==> src/rtl/vx_result_gather_pkg.sv <==
// Shared widths and types for result gathering: warp header fields, the
// assembled warp result handed to commit, and the gather FSM states.
package vx_result_gather_pkg;

  localparam int XLEN            = 32;
  localparam int DEF_NUM_THREADS = 4;
  localparam int SIMD_WIDTH      = 2;
  localparam int UUID_WIDTH      = 44;
  localparam int VL_WIDTH        = 2;
  localparam int NW_WIDTH        = 2;
  localparam int PC_BITS         = 30;
  localparam int NR_BITS         = 5;

  typedef struct packed {
    logic [UUID_WIDTH-1:0] uuid;
    logic [VL_WIDTH-1:0]   lid;
    logic [NW_WIDTH-1:0]   wid;
    logic [PC_BITS-1:0]    pc;
    logic                  wb;
    logic [NR_BITS-1:0]    rd;
  } hdr_t;

  // Full-warp result as seen by commit/writeback.
  typedef struct packed {
    hdr_t                                     hdr;
    logic [DEF_NUM_THREADS-1:0]               tmask;
    logic [DEF_NUM_THREADS-1:0][XLEN-1:0]     data;
  } gather_res_t;

  typedef enum logic [1:0] {
    ST_IDLE,
    ST_COLLECT,
    ST_HOLD
  } gather_state_e;

endpackage

==> src/rtl/vx_result_if.sv <==
// Execute-unit result packet interface: one NUM_LANES-wide slice of a warp
// result per beat, framed by sop/eop and positioned by pid.
interface vx_result_if #(
  parameter int NUM_LANES = vx_result_gather_pkg::SIMD_WIDTH,
  parameter int PID_WIDTH = 1
) ();

  logic                                               valid;
  logic                                               ready;
  logic [vx_result_gather_pkg::UUID_WIDTH-1:0]        uuid;
  logic [vx_result_gather_pkg::VL_WIDTH-1:0]          lid;
  logic [vx_result_gather_pkg::NW_WIDTH-1:0]          wid;
  logic [NUM_LANES-1:0]                               tmask;
  logic [vx_result_gather_pkg::PC_BITS-1:0]           PC;
  logic                                               wb;
  logic [vx_result_gather_pkg::NR_BITS-1:0]           rd;
  logic [NUM_LANES-1:0][vx_result_gather_pkg::XLEN-1:0] data;
  logic [PID_WIDTH-1:0]                               pid;
  logic                                               sop;
  logic                                               eop;

  modport master (output valid, uuid, lid, wid, tmask, PC, wb, rd, data, pid, sop, eop,
                  input  ready);
  modport slave  (input  valid, uuid, lid, wid, tmask, PC, wb, rd, data, pid, sop, eop,
                  output ready);

endinterface

==> src/rtl/vx_result_gather_merge.sv <==
// Combinational slice write: drops one packet's lanes into the pid-selected
// slice of the assembly buffer, leaving every other slice untouched.
module vx_result_gather_merge
  import vx_result_gather_pkg::*;
#(
  parameter int NUM_LANES   = SIMD_WIDTH,
  parameter int NUM_THREADS = DEF_NUM_THREADS,
  parameter int PID_WIDTH   = 1
) (
  input  logic                                en,
  input  logic [PID_WIDTH-1:0]                pid,
  input  logic [NUM_LANES-1:0]                pkt_tmask,
  input  logic [NUM_LANES-1:0][XLEN-1:0]      pkt_data,
  input  logic [NUM_THREADS-1:0]              cur_tmask,
  input  logic [NUM_THREADS-1:0][XLEN-1:0]    cur_data,
  output logic [NUM_THREADS-1:0]              nxt_tmask,
  output logic [NUM_THREADS-1:0][XLEN-1:0]    nxt_data
);

  localparam int NP = NUM_THREADS / NUM_LANES;

  for (genvar g = 0; g < NP; g++) begin : g_slice
    logic hit;
    if (NP == 1) begin : g_one
      // Single-slice warp: pid carries no information.
      logic unused_pid;
      assign unused_pid = ^pid;
      assign hit = en;
    end else begin : g_many
      assign hit = en && (pid == PID_WIDTH'(g));
    end
    assign nxt_tmask[g*NUM_LANES +: NUM_LANES] = hit ? pkt_tmask : cur_tmask[g*NUM_LANES +: NUM_LANES];
    assign nxt_data[g*NUM_LANES +: NUM_LANES]  = hit ? pkt_data  : cur_data[g*NUM_LANES +: NUM_LANES];
  end

endmodule

==> src/rtl/vx_result_gather.sv <==
// Collects sop..eop result packets into one warp-wide result held in a
// ready/valid output register; flags malformed packet streams.
module vx_result_gather
  import vx_result_gather_pkg::*;
#(
  parameter int NUM_LANES   = SIMD_WIDTH,
  parameter int NUM_THREADS = DEF_NUM_THREADS,
  parameter int PID_WIDTH   = (NUM_THREADS / NUM_LANES > 1) ? $clog2(NUM_THREADS / NUM_LANES) : 1
) (
  input  logic                              clk,
  input  logic                              reset,
  vx_result_if.slave                        result_if,
  output logic                              out_valid,
  input  logic                              out_ready,
  output logic [UUID_WIDTH-1:0]             out_uuid,
  output logic [VL_WIDTH-1:0]               out_lid,
  output logic [NW_WIDTH-1:0]               out_wid,
  output logic [NUM_THREADS-1:0]            out_tmask,
  output logic [PC_BITS-1:0]                out_PC,
  output logic                              out_wb,
  output logic [NR_BITS-1:0]                out_rd,
  output logic [NUM_THREADS-1:0][XLEN-1:0]  out_data,
  output logic                              protocol_err
);

  localparam int NP = NUM_THREADS / NUM_LANES;

  gather_state_e                   state, state_n;
  hdr_t                            hdr_q, hdr_n, pkt_hdr;
  logic [NUM_THREADS-1:0]          tmask_q, base_tmask, mrg_tmask;
  logic [NUM_THREADS-1:0][XLEN-1:0] data_q, base_data, mrg_data;
  logic                            err_q, err_n;
  logic                            fire, pid_bad, merge_en;

  assign result_if.ready = (state != ST_HOLD) || out_ready;
  assign fire            = result_if.valid && result_if.ready;
  assign pid_bad         = (NP > 1) && (32'(result_if.pid) >= NP);

  assign pkt_hdr = '{uuid: result_if.uuid, lid: result_if.lid, wid: result_if.wid,
                     pc: result_if.PC, wb: result_if.wb, rd: result_if.rd};

  always_comb begin
    state_n    = state;
    hdr_n      = hdr_q;
    base_tmask = tmask_q;
    base_data  = data_q;
    merge_en   = 1'b0;
    err_n      = err_q;
    // A fire while in HOLD implies out_ready, so the held result is released first.
    if (state == ST_HOLD && out_ready) state_n = ST_IDLE;
    if (fire) begin
      if (result_if.sop) begin
        if (state == ST_COLLECT) err_n = 1'b1;
        hdr_n      = pkt_hdr;
        base_tmask = '0;
        base_data  = '0;
        merge_en   = !pid_bad;
        if (pid_bad) err_n = 1'b1;
        state_n    = result_if.eop ? ST_HOLD : ST_COLLECT;
      end else if (state == ST_COLLECT) begin
        if (result_if.wid != hdr_q.wid) err_n = 1'b1;
        merge_en = !pid_bad;
        if (pid_bad) err_n = 1'b1;
        state_n  = result_if.eop ? ST_HOLD : ST_COLLECT;
      end else begin
        err_n = 1'b1;
      end
    end
  end

  vx_result_gather_merge #(
    .NUM_LANES   (NUM_LANES),
    .NUM_THREADS (NUM_THREADS),
    .PID_WIDTH   (PID_WIDTH)
  ) merge (
    .en        (merge_en),
    .pid       (result_if.pid),
    .pkt_tmask (result_if.tmask),
    .pkt_data  (result_if.data),
    .cur_tmask (base_tmask),
    .cur_data  (base_data),
    .nxt_tmask (mrg_tmask),
    .nxt_data  (mrg_data)
  );

  always_ff @(posedge clk) begin
    if (reset) begin
      state   <= ST_IDLE;
      hdr_q   <= '0;
      tmask_q <= '0;
      data_q  <= '0;
      err_q   <= 1'b0;
    end else begin
      state   <= state_n;
      hdr_q   <= hdr_n;
      tmask_q <= mrg_tmask;
      data_q  <= mrg_data;
      err_q   <= err_n;
    end
  end

  assign out_valid    = (state == ST_HOLD);
  assign out_uuid     = hdr_q.uuid;
  assign out_lid      = hdr_q.lid;
  assign out_wid      = hdr_q.wid;
  assign out_PC       = hdr_q.pc;
  assign out_wb       = hdr_q.wb;
  assign out_rd       = hdr_q.rd;
  assign out_tmask    = tmask_q;
  assign out_data     = data_q;
  assign protocol_err = err_q;

endmodule

==> src/flat_wrapper.sv <==
// flat-port wrapper written by rule: the top's interface ports become plain ports
module vx_result_gather_flat import vx_result_gather_pkg::*;
#(
  parameter int NUM_LANES   = SIMD_WIDTH,
  parameter int NUM_THREADS = DEF_NUM_THREADS,
  parameter int PID_WIDTH   = (NUM_THREADS / NUM_LANES > 1) ? $clog2(NUM_THREADS / NUM_LANES) : 1
)
  (clk, reset, out_valid, out_ready, out_uuid, out_lid, out_wid, out_tmask, out_PC, out_wb, out_rd, out_data, protocol_err, result_if_valid, result_if_uuid, result_if_lid, result_if_wid, result_if_tmask, result_if_PC, result_if_wb, result_if_rd, result_if_data, result_if_pid, result_if_sop, result_if_eop, result_if_ready);
  vx_result_if #(.NUM_LANES(NUM_LANES), .PID_WIDTH(PID_WIDTH)) result_if_i ();
  input  logic clk;
  input  logic reset;
  output logic out_valid;
  input  logic out_ready;
  output logic [UUID_WIDTH-1:0] out_uuid;
  output logic [VL_WIDTH-1:0] out_lid;
  output logic [NW_WIDTH-1:0] out_wid;
  output logic [NUM_THREADS-1:0] out_tmask;
  output logic [PC_BITS-1:0] out_PC;
  output logic out_wb;
  output logic [NR_BITS-1:0] out_rd;
  output logic [NUM_THREADS-1:0][XLEN-1:0] out_data;
  output logic protocol_err;
  input wire logic [$bits(result_if_i.valid)-1:0] result_if_valid;
  input wire logic [$bits(result_if_i.uuid)-1:0] result_if_uuid;
  input wire logic [$bits(result_if_i.lid)-1:0] result_if_lid;
  input wire logic [$bits(result_if_i.wid)-1:0] result_if_wid;
  input wire logic [$bits(result_if_i.tmask)-1:0] result_if_tmask;
  input wire logic [$bits(result_if_i.PC)-1:0] result_if_PC;
  input wire logic [$bits(result_if_i.wb)-1:0] result_if_wb;
  input wire logic [$bits(result_if_i.rd)-1:0] result_if_rd;
  input wire logic [$bits(result_if_i.data)-1:0] result_if_data;
  input wire logic [$bits(result_if_i.pid)-1:0] result_if_pid;
  input wire logic [$bits(result_if_i.sop)-1:0] result_if_sop;
  input wire logic [$bits(result_if_i.eop)-1:0] result_if_eop;
  output wire logic [$bits(result_if_i.ready)-1:0] result_if_ready;
  assign result_if_i.valid = result_if_valid;
  assign result_if_i.uuid = result_if_uuid;
  assign result_if_i.lid = result_if_lid;
  assign result_if_i.wid = result_if_wid;
  assign result_if_i.tmask = result_if_tmask;
  assign result_if_i.PC = result_if_PC;
  assign result_if_i.wb = result_if_wb;
  assign result_if_i.rd = result_if_rd;
  assign result_if_i.data = result_if_data;
  assign result_if_i.pid = result_if_pid;
  assign result_if_i.sop = result_if_sop;
  assign result_if_i.eop = result_if_eop;
  assign result_if_ready = result_if_i.ready;
  vx_result_gather #(.NUM_LANES(NUM_LANES), .NUM_THREADS(NUM_THREADS), .PID_WIDTH(PID_WIDTH)) u_core (.clk(clk), .reset(reset), .result_if(result_if_i), .out_valid(out_valid), .out_ready(out_ready), .out_uuid(out_uuid), .out_lid(out_lid), .out_wid(out_wid), .out_tmask(out_tmask), .out_PC(out_PC), .out_wb(out_wb), .out_rd(out_rd), .out_data(out_data), .protocol_err(protocol_err));
endmodule
==> config.mk <==
export PLATFORM = sky130hd
export DESIGN_NAME = vx_result_gather_flat
export DESIGN_NICKNAME = d
export VERILOG_FILES = /design/src/rtl/vx_result_gather_pkg.sv /design/src/rtl/vx_result_if.sv /design/src/rtl/vx_result_gather_merge.sv /design/src/rtl/vx_result_gather.sv /design/src/flat_wrapper.sv
export SDC_FILE = /design/constraint.sdc
export NUM_CORES = 1
export LEC_CHECK = 0
export ABC_AREA = 1
export CORE_MARGIN = 2
export CORE_UTILIZATION = 35
export DETAILED_ROUTE_END_ITERATION = 10
export HOLD_SLACK_MARGIN = 0.06
export PLACE_DENSITY = 0.73
export RECOVER_POWER = 100
export SETUP_SLACK_MARGIN = 0.05
export SYNTH_ARGS = -nofsm -noshare
export SYNTH_HDL_FRONTEND = slang
export SYNTH_SLANG_ARGS = --single-unit
==> constraint.sdc <==
create_clock -name clk -period 1.46 [get_ports clk]
set_clock_uncertainty 0.1 [all_clocks]
set_input_delay 0.292 -clock clk [delete_from_list [all_inputs] [get_ports clk]]
set_output_delay 0.292 -clock clk [all_outputs]
set_load 0.02 [all_outputs]
Word-level counts from Yosys, hierarchy flattened
Index checks and enable logic that the tools add are counted.
Word-level totals
  output and inout bits: 219
  bits in registers: 219
  logic and storage cells: 54
Operators by class
  bitwise gates (word level): 1
  multiplexer cells: 20
  eq/ne operators: 6
  reduce and logical (&&, ||, !) cells: 13
Operators with widths (number)
  $mux W128: 2
  $mux W64: 2
  $mux W2: 7
  $mux W4: 2
  $reduce_bool A2 Y1: 4
  $mux W1: 7
  $reduce_and A2 Y1: 3
  $logic_and A1 B1 Y1: 4
  $ne A3 B3 Y1 const B: 1
  $reduce_and A3 Y1: 1
  $eq A2 B1 Y1 const B: 1
  $eq A2 B2 Y1 const B: 1
  $ne A2 B1 Y1 const B: 1
  $ne A2 B2 Y1: 1
  $ne A2 B2 Y1 const B: 1
  $logic_or A1 B1 Y1: 1
  $not A1 Y1: 1

Depth between registers and ports, before layout
  word-level depth: 7
  gate-level depth with buffers: 10

By module
A second synthesis with hierarchy kept.
Second synthesis, totals
  cells, all modules: 1701
  area total of the unflattened synthesis: 10322.4 µm²
By module, submodules not included
  vx_result_gather: seq. area each 4384.2 µm², cells an instance 1259, times used 1, area an instance 8440.6 µm²
  vx_result_gather_merge: seq. area each 0.0 µm², cells an instance 442, times used 1, area an instance 1881.8 µm²

Worst setup path before layout
No wires, ideal clock.
  path kind: flip-flop to flip-flop
  start: reg u_core.state[0]
  end: reg u_core.data_q, in the netlist u_core.out_data[46]
  stages on the path, launching flop included: 10
  clock period less this slack: 1.415 ns
  path buffers: 2
  path slack: 0.045 ns
  arrival time: 1.245 ns
  data required time: 1.290 ns
  path through: dfxtp_1 -> inv_2 -> nand3b_4 -> nand2_2 -> inv_4 -> nand2_2 -> buf_2 -> buf_2 -> nand3_1 -> a21oi_1
On the way
  word-level cells in the longest chain between the ends: 7
  elaborated cells between the ends (all ways): 12
  those cells by class: eq/ne (2); mux (4); reduce/logical (6)
RTL lines
  start: declaration: RTL line vx_result_gather.sv:28  | gather_state_e state, state_n;
  start signal: assignment: RTL line vx_result_gather.sv:94  | state <= state_n;
  $ne A2 B2 Y1 *: RTL line vx_result_gather.sv:35  | assign result_if.ready = (state != ST_HOLD) || out_ready;
  $logic_or A1 B1 Y1 *: RTL line vx_result_gather.sv:35
  via result_if_ready: RTL line flat_wrapper.sv:35  | output wire logic [$bits(result_if_i.ready)-1:0] result_if_ready;
  $logic_and A1 B1 Y1 *: RTL line vx_result_gather.sv:36  | assign fire = result_if.valid && result_if.ready;
  $mux W1: RTL line vx_result_gather.sv:51  | if (fire) begin
  $logic_and A1 B1 Y1: RTL line vx_result_gather_merge.sv:30  | assign hit = en && (pid == PID_WIDTH'(g));
  $reduce_bool A2 Y1 (no source line)
  $reduce_and A2 Y1 (no source line)
  end signal: assignment: RTL line vx_result_gather.sv:97  | data_q <= mrg_data;
  end: declaration: RTL line vx_result_gather.sv:31  | logic [NUM_THREADS-1:0][XLEN-1:0] data_q, base_data, mrg_data;
The timed path passes the listed nets; every way through them passes the cells marked *.
A chain may end at the register's enable or synchronous reset.

Worst setup path after layout
  start: reg u_core.state[0]
  end: out result_if_ready
On the way
  word-level cells in the longest chain between the ends: 2
RTL lines (RTL line)
  $ne A2 B2 Y1: vx_result_gather.sv:35
  $logic_or A1 B1 Y1: vx_result_gather.sv:35
  end: declaration: flat_wrapper.sv:35
No other way between the ends.

==> flow_summary.rst <==
.. list-table::
   :header-rows: 1

   * - Metric
     - Value
   * - Clock latency of the later-clocked register in the worst-skew pair
     - 500 ps
   * - Final critical-path required period
     - 1580 ps
   * - Port bufs
     - 375
   * - Count of different cell masters after synthesis
     - 19
   * - GR met2 Demand/Resource
     - 39.5%
   * - YS warnings
     - 0
   * - Sinks on the clock net
     - 219
   * - Share of cells above drive strength 1
     - 26.6%
   * - Hold Path Cell Cnt
     - 3
   * - Met3 usage in global routing
     - 6.47%
   * - Final critical-path setup slack
     - -121 ps
   * - Worst-case clock buffer depth
     - 3
   * - Reg-to-reg endpoint
     - u_core.out_data[86]
   * - Max_slew headroom
     - 81.5%
   * - Data arrival at the endpoint of the critical path
     - 1190 ps
   * - Avg Cell Area, Syn
     - 8.07 um^2
   * - Initial antenna violation count
     - 0
   * - Leakage Power
     - 5.30 nW
   * - Post-DRT Antenna Nets
     - 0
   * - I/O Pins
     - 376
   * - Start point of the critical path
     - u_core.state[0]
   * - Destination of the critical timing path
     - result_if_ready
   * - Top cells by area, synth
     - dfxtp_1 54%, a21oi_1 14%, nand3_1 13%, nand2_1 11%, buf_2 2.4%
   * - Dominant synthesized flop cell
     - dfxtp_1
   * - Summed instance area of the synthesized netlist
     - 8060 um^2
   * - Instance area at placement
     - 12,200 um^2
   * - Worst hold-check path type
     - in -> reg
   * - R2R cell count
     - 9
   * - Count of mapped cells out of synthesis
     - 999
   * - Top cell type's share of synthesized area
     - 54.4%
   * - Final net count
     - 1,541
   * - Synthesized Nets
     - 1,156
   * - Clock-pin transition on the worst setup and hold timing paths
     - 60 ps
   * - Pwr/cell area
     - 1150 nW/um^2
   * - Hold Violations, Final
     - 0
   * - Starting Density
     - 35.6%
   * - # setup viols final
     - 169
   * - Final Wtd Congestion
     - 0.805
   * - Design Area, Final
     - 13,100 um^2
   * - Startpoint of the worst-slack reg-to-reg timing path
     - u_core.state[1]
   * - Top achievable clock speed
     - 0.633 GHz
   * - Clock tree from TritonCTS
     - built
   * - Most repeated cell in the gate-level netlist after synthesis
     - nand2_1
   * - Violated checks
     - setup timing
   * - Critical Path Source Type
     - flip-flop
   * - Violation count after the first detailed-route iteration
     - 535
   * - Reg2reg setup slack
     - -110 ps
   * - Post-synthesis to final-layout area growth
     - 62.3%
   * - Critical path capture point type
     - primary output
   * - Setup_tns
     - -8720 ps
   * - Core Area
     - 22,600 um^2
   * - Most used routing layer
     - met2
   * - Met1 demand-to-capacity share in global routing
     - 26.8%
   * - DRC violation count after routing
     - 0
   * - Crit Path Category
     - reg -> out
   * - Max Slew Vio Count
     - 0
   * - Global-route wire length before repair
     - 44.5 mm
   * - Pin count of the biggest net entering global routing
     - 50
   * - EDFF count, synth
     - 0
   * - Die span in x
     - 156 um
   * - Share of synthesized registers carrying an async set or reset
     - 0%
   * - Maximum ir drop on the vdd rail
     - 1.06 mV
   * - Floorplan die area
     - 24,300 um^2
   * - Leading cell types by count after synthesis
     - 226 x nand2_1, 219 x a21oi_1, 219 x dfxtp_1
   * - Via count
     - 8,790
   * - Initial DRT Pass Iterations
     - 5
   * - Gr ovfl total
     - 0
   * - Die height
     - 156 um
   * - Final Routed Wirelength
     - 30.9 mm
   * - Ratio of routed vias to standard cells
     - 5.21
   * - Leading area contributor after synthesis
     - dfxtp_1
   * - Number of cell rows
     - 55
   * - Part of the Yosys area used for sequential elements
     - 54.4%
   * - Clock root cell
     - clkbuf_16
   * - Count of filler cells inserted in the layout
     - 2,028
   * - HPWL reported at the end of detailed placement
     - 19.5 mm
   * - H-Tree Depth
     - 1
   * - Seq cells post-synth
     - 219
   * - Total CTS buffers
     - 24
   * - Required time of the worst setup path
     - 1070 ps
   * - Actual transition at the worst max-transition pin
     - 277 ps
   * - CP Max Fanout
     - 3
   * - Number of max-cap violations
     - 0
   * - Status
     - finished with violations
   * - GRT Overall Usage
     - 22.7%
   * - RSZ-0062 raised after global routing
     - true
   * - DR WL/cell
     - 18.3 um
   * - Via count of the first global-routing pass
     - 8,262
   * - Share of the clock period used by the worst path after layout
     - 108%
-- routing by layer --
layer  part of all wire [%]  wire length [um]
met1                     38             11700
met2                     49             15200
met3                    9.1              2820
met4                    3.7              1150
met5                      0                 0
-- area by class of cell --
type / instances / area (um^2) / share of cell area, %
sequential: 219 / 4400 / 33.7
timing repair buffer: 451 / 4170 / 31.9
multi-input combinational: 675 / 3250 / 24.8
clock buffer: 34 / 679 / 5.19
tap: 285 / 357 / 2.73
clock inverter: 8 / 146 / 1.12
inverter: 13 / 76.3 / 0.584
antenna: 1 / 2.50 / 0.0191
-- cells in the final DEF (no fill, tap or decap), types with 2 or more instances in the layout --
master	synthesis	final
inv_8	0	2
dfxtp_1	219	207
buf_8	0	4
nand2_4	0	2
inv_1	7	7
nand3_1	215	215
a21oi_2	0	15
nand2_1	226	225
o21bai_1	2	2
dfxtp_2	0	11
nor2_1	4	3
clkdlybuf4s50_1	0	154
clkinv_2	0	2
clkbuf_8	0	2
nand3_4	0	2
buf_2	39	40
clkbuf_2	0	113
buf_16	0	10
a21oi_1	219	204
nand2_8	0	2
buf_4	13	60
clkbuf_1	31	7
inv_2	5	3
bufinv_16	0	4
buf_12	0	19
clkbuf_16	0	34
buf_6	8	41
-- logic make-up after synthesis --
| family | synth area share [%] |
|---|---|
| compound gates | 13.9 |
| flops | 54.4 |
| buf+inv | 6.97 |
| simple gates | 24.7 |
-- where the power goes --
part | total, W | internal (W) | switching [W] | leakage (nW)
combinational | 0.00237 | 0.00112 | 0.00125 | 3.11
clock | 0.00635 | 0.00394 | 0.00242 | 0.399
sequential | 0.00636 | 0.00622 | 0.000137 | 1.79
total | 0.0151 | 0.0113 | 0.00380 | 5.30
-- stage by stage --
step | instances | hold WS (ps) | total power (W) | setup slack, ps | util, %
6_report | 1686 | 252 | 0.0151 | -121 | 57.8
3_5_place_dp | 1613 | 350 | 0.00870 | -592 | 54.1
2_1_floorplan | 999 | 339 | 0.00745 | 47.3 | -
5_1_grt | 1685 | 253 | 0.0156 | -187 | 57.8
4_1_cts | 1669 | 226 | 0.0152 | -126 | 57.9
3_3_place_gp | 1613 | 340 | 0.00868 | -618 | 54.1
-- state kept, by name (all words and copies together) (netlist names) --
register             flops
u_core.out_data        128
u_core.out_PC           30
u_core.state             2
u_core.out_rd            5
u_core.out_uuid         44
u_core.out_wb            1
u_core.out_lid           2
u_core.out_tmask         4
u_core.out_wid           2
u_core.protocol_err      1
-- worst min path at each step --
| stage | from | endpoint | slack (ps) |
|---|---|---|---|
| 6_report | result_if_rd[2] | u_core.out_rd[2] | 250 |
| 5_1_grt | result_if_uuid[19] | u_core.out_uuid[19] | 250 |
| 4_1_cts | result_if_rd[2] | u_core.out_rd[2] | 230 |
| 3_5_place_dp | u_core.out_PC[29] | u_core.out_PC[29] | 350 |
| 3_3_place_gp | u_core.protocol_err | u_core.protocol_err | 340 |
| 2_1_floorplan | result_if_data[36] | u_core.out_data[100] | 340 |
-- critical path: stages, from the launching register on --
cell      delay, ps
dfxtp_4         360
inv_2            80
nand3b_4         90
buf_6           150
-- what timing repair did --
item	4_1_cts	5_1_grt
gates cloned	8	11
endpoints found under the hold margin	13	0
pin swaps	8	4
gates resized for setup	1204	32
hold buffers	1	0
buffers inserted	5	5
endpoints found under the setup margin	431	373
Note: power is estimated with default switching activity, not from simulation.
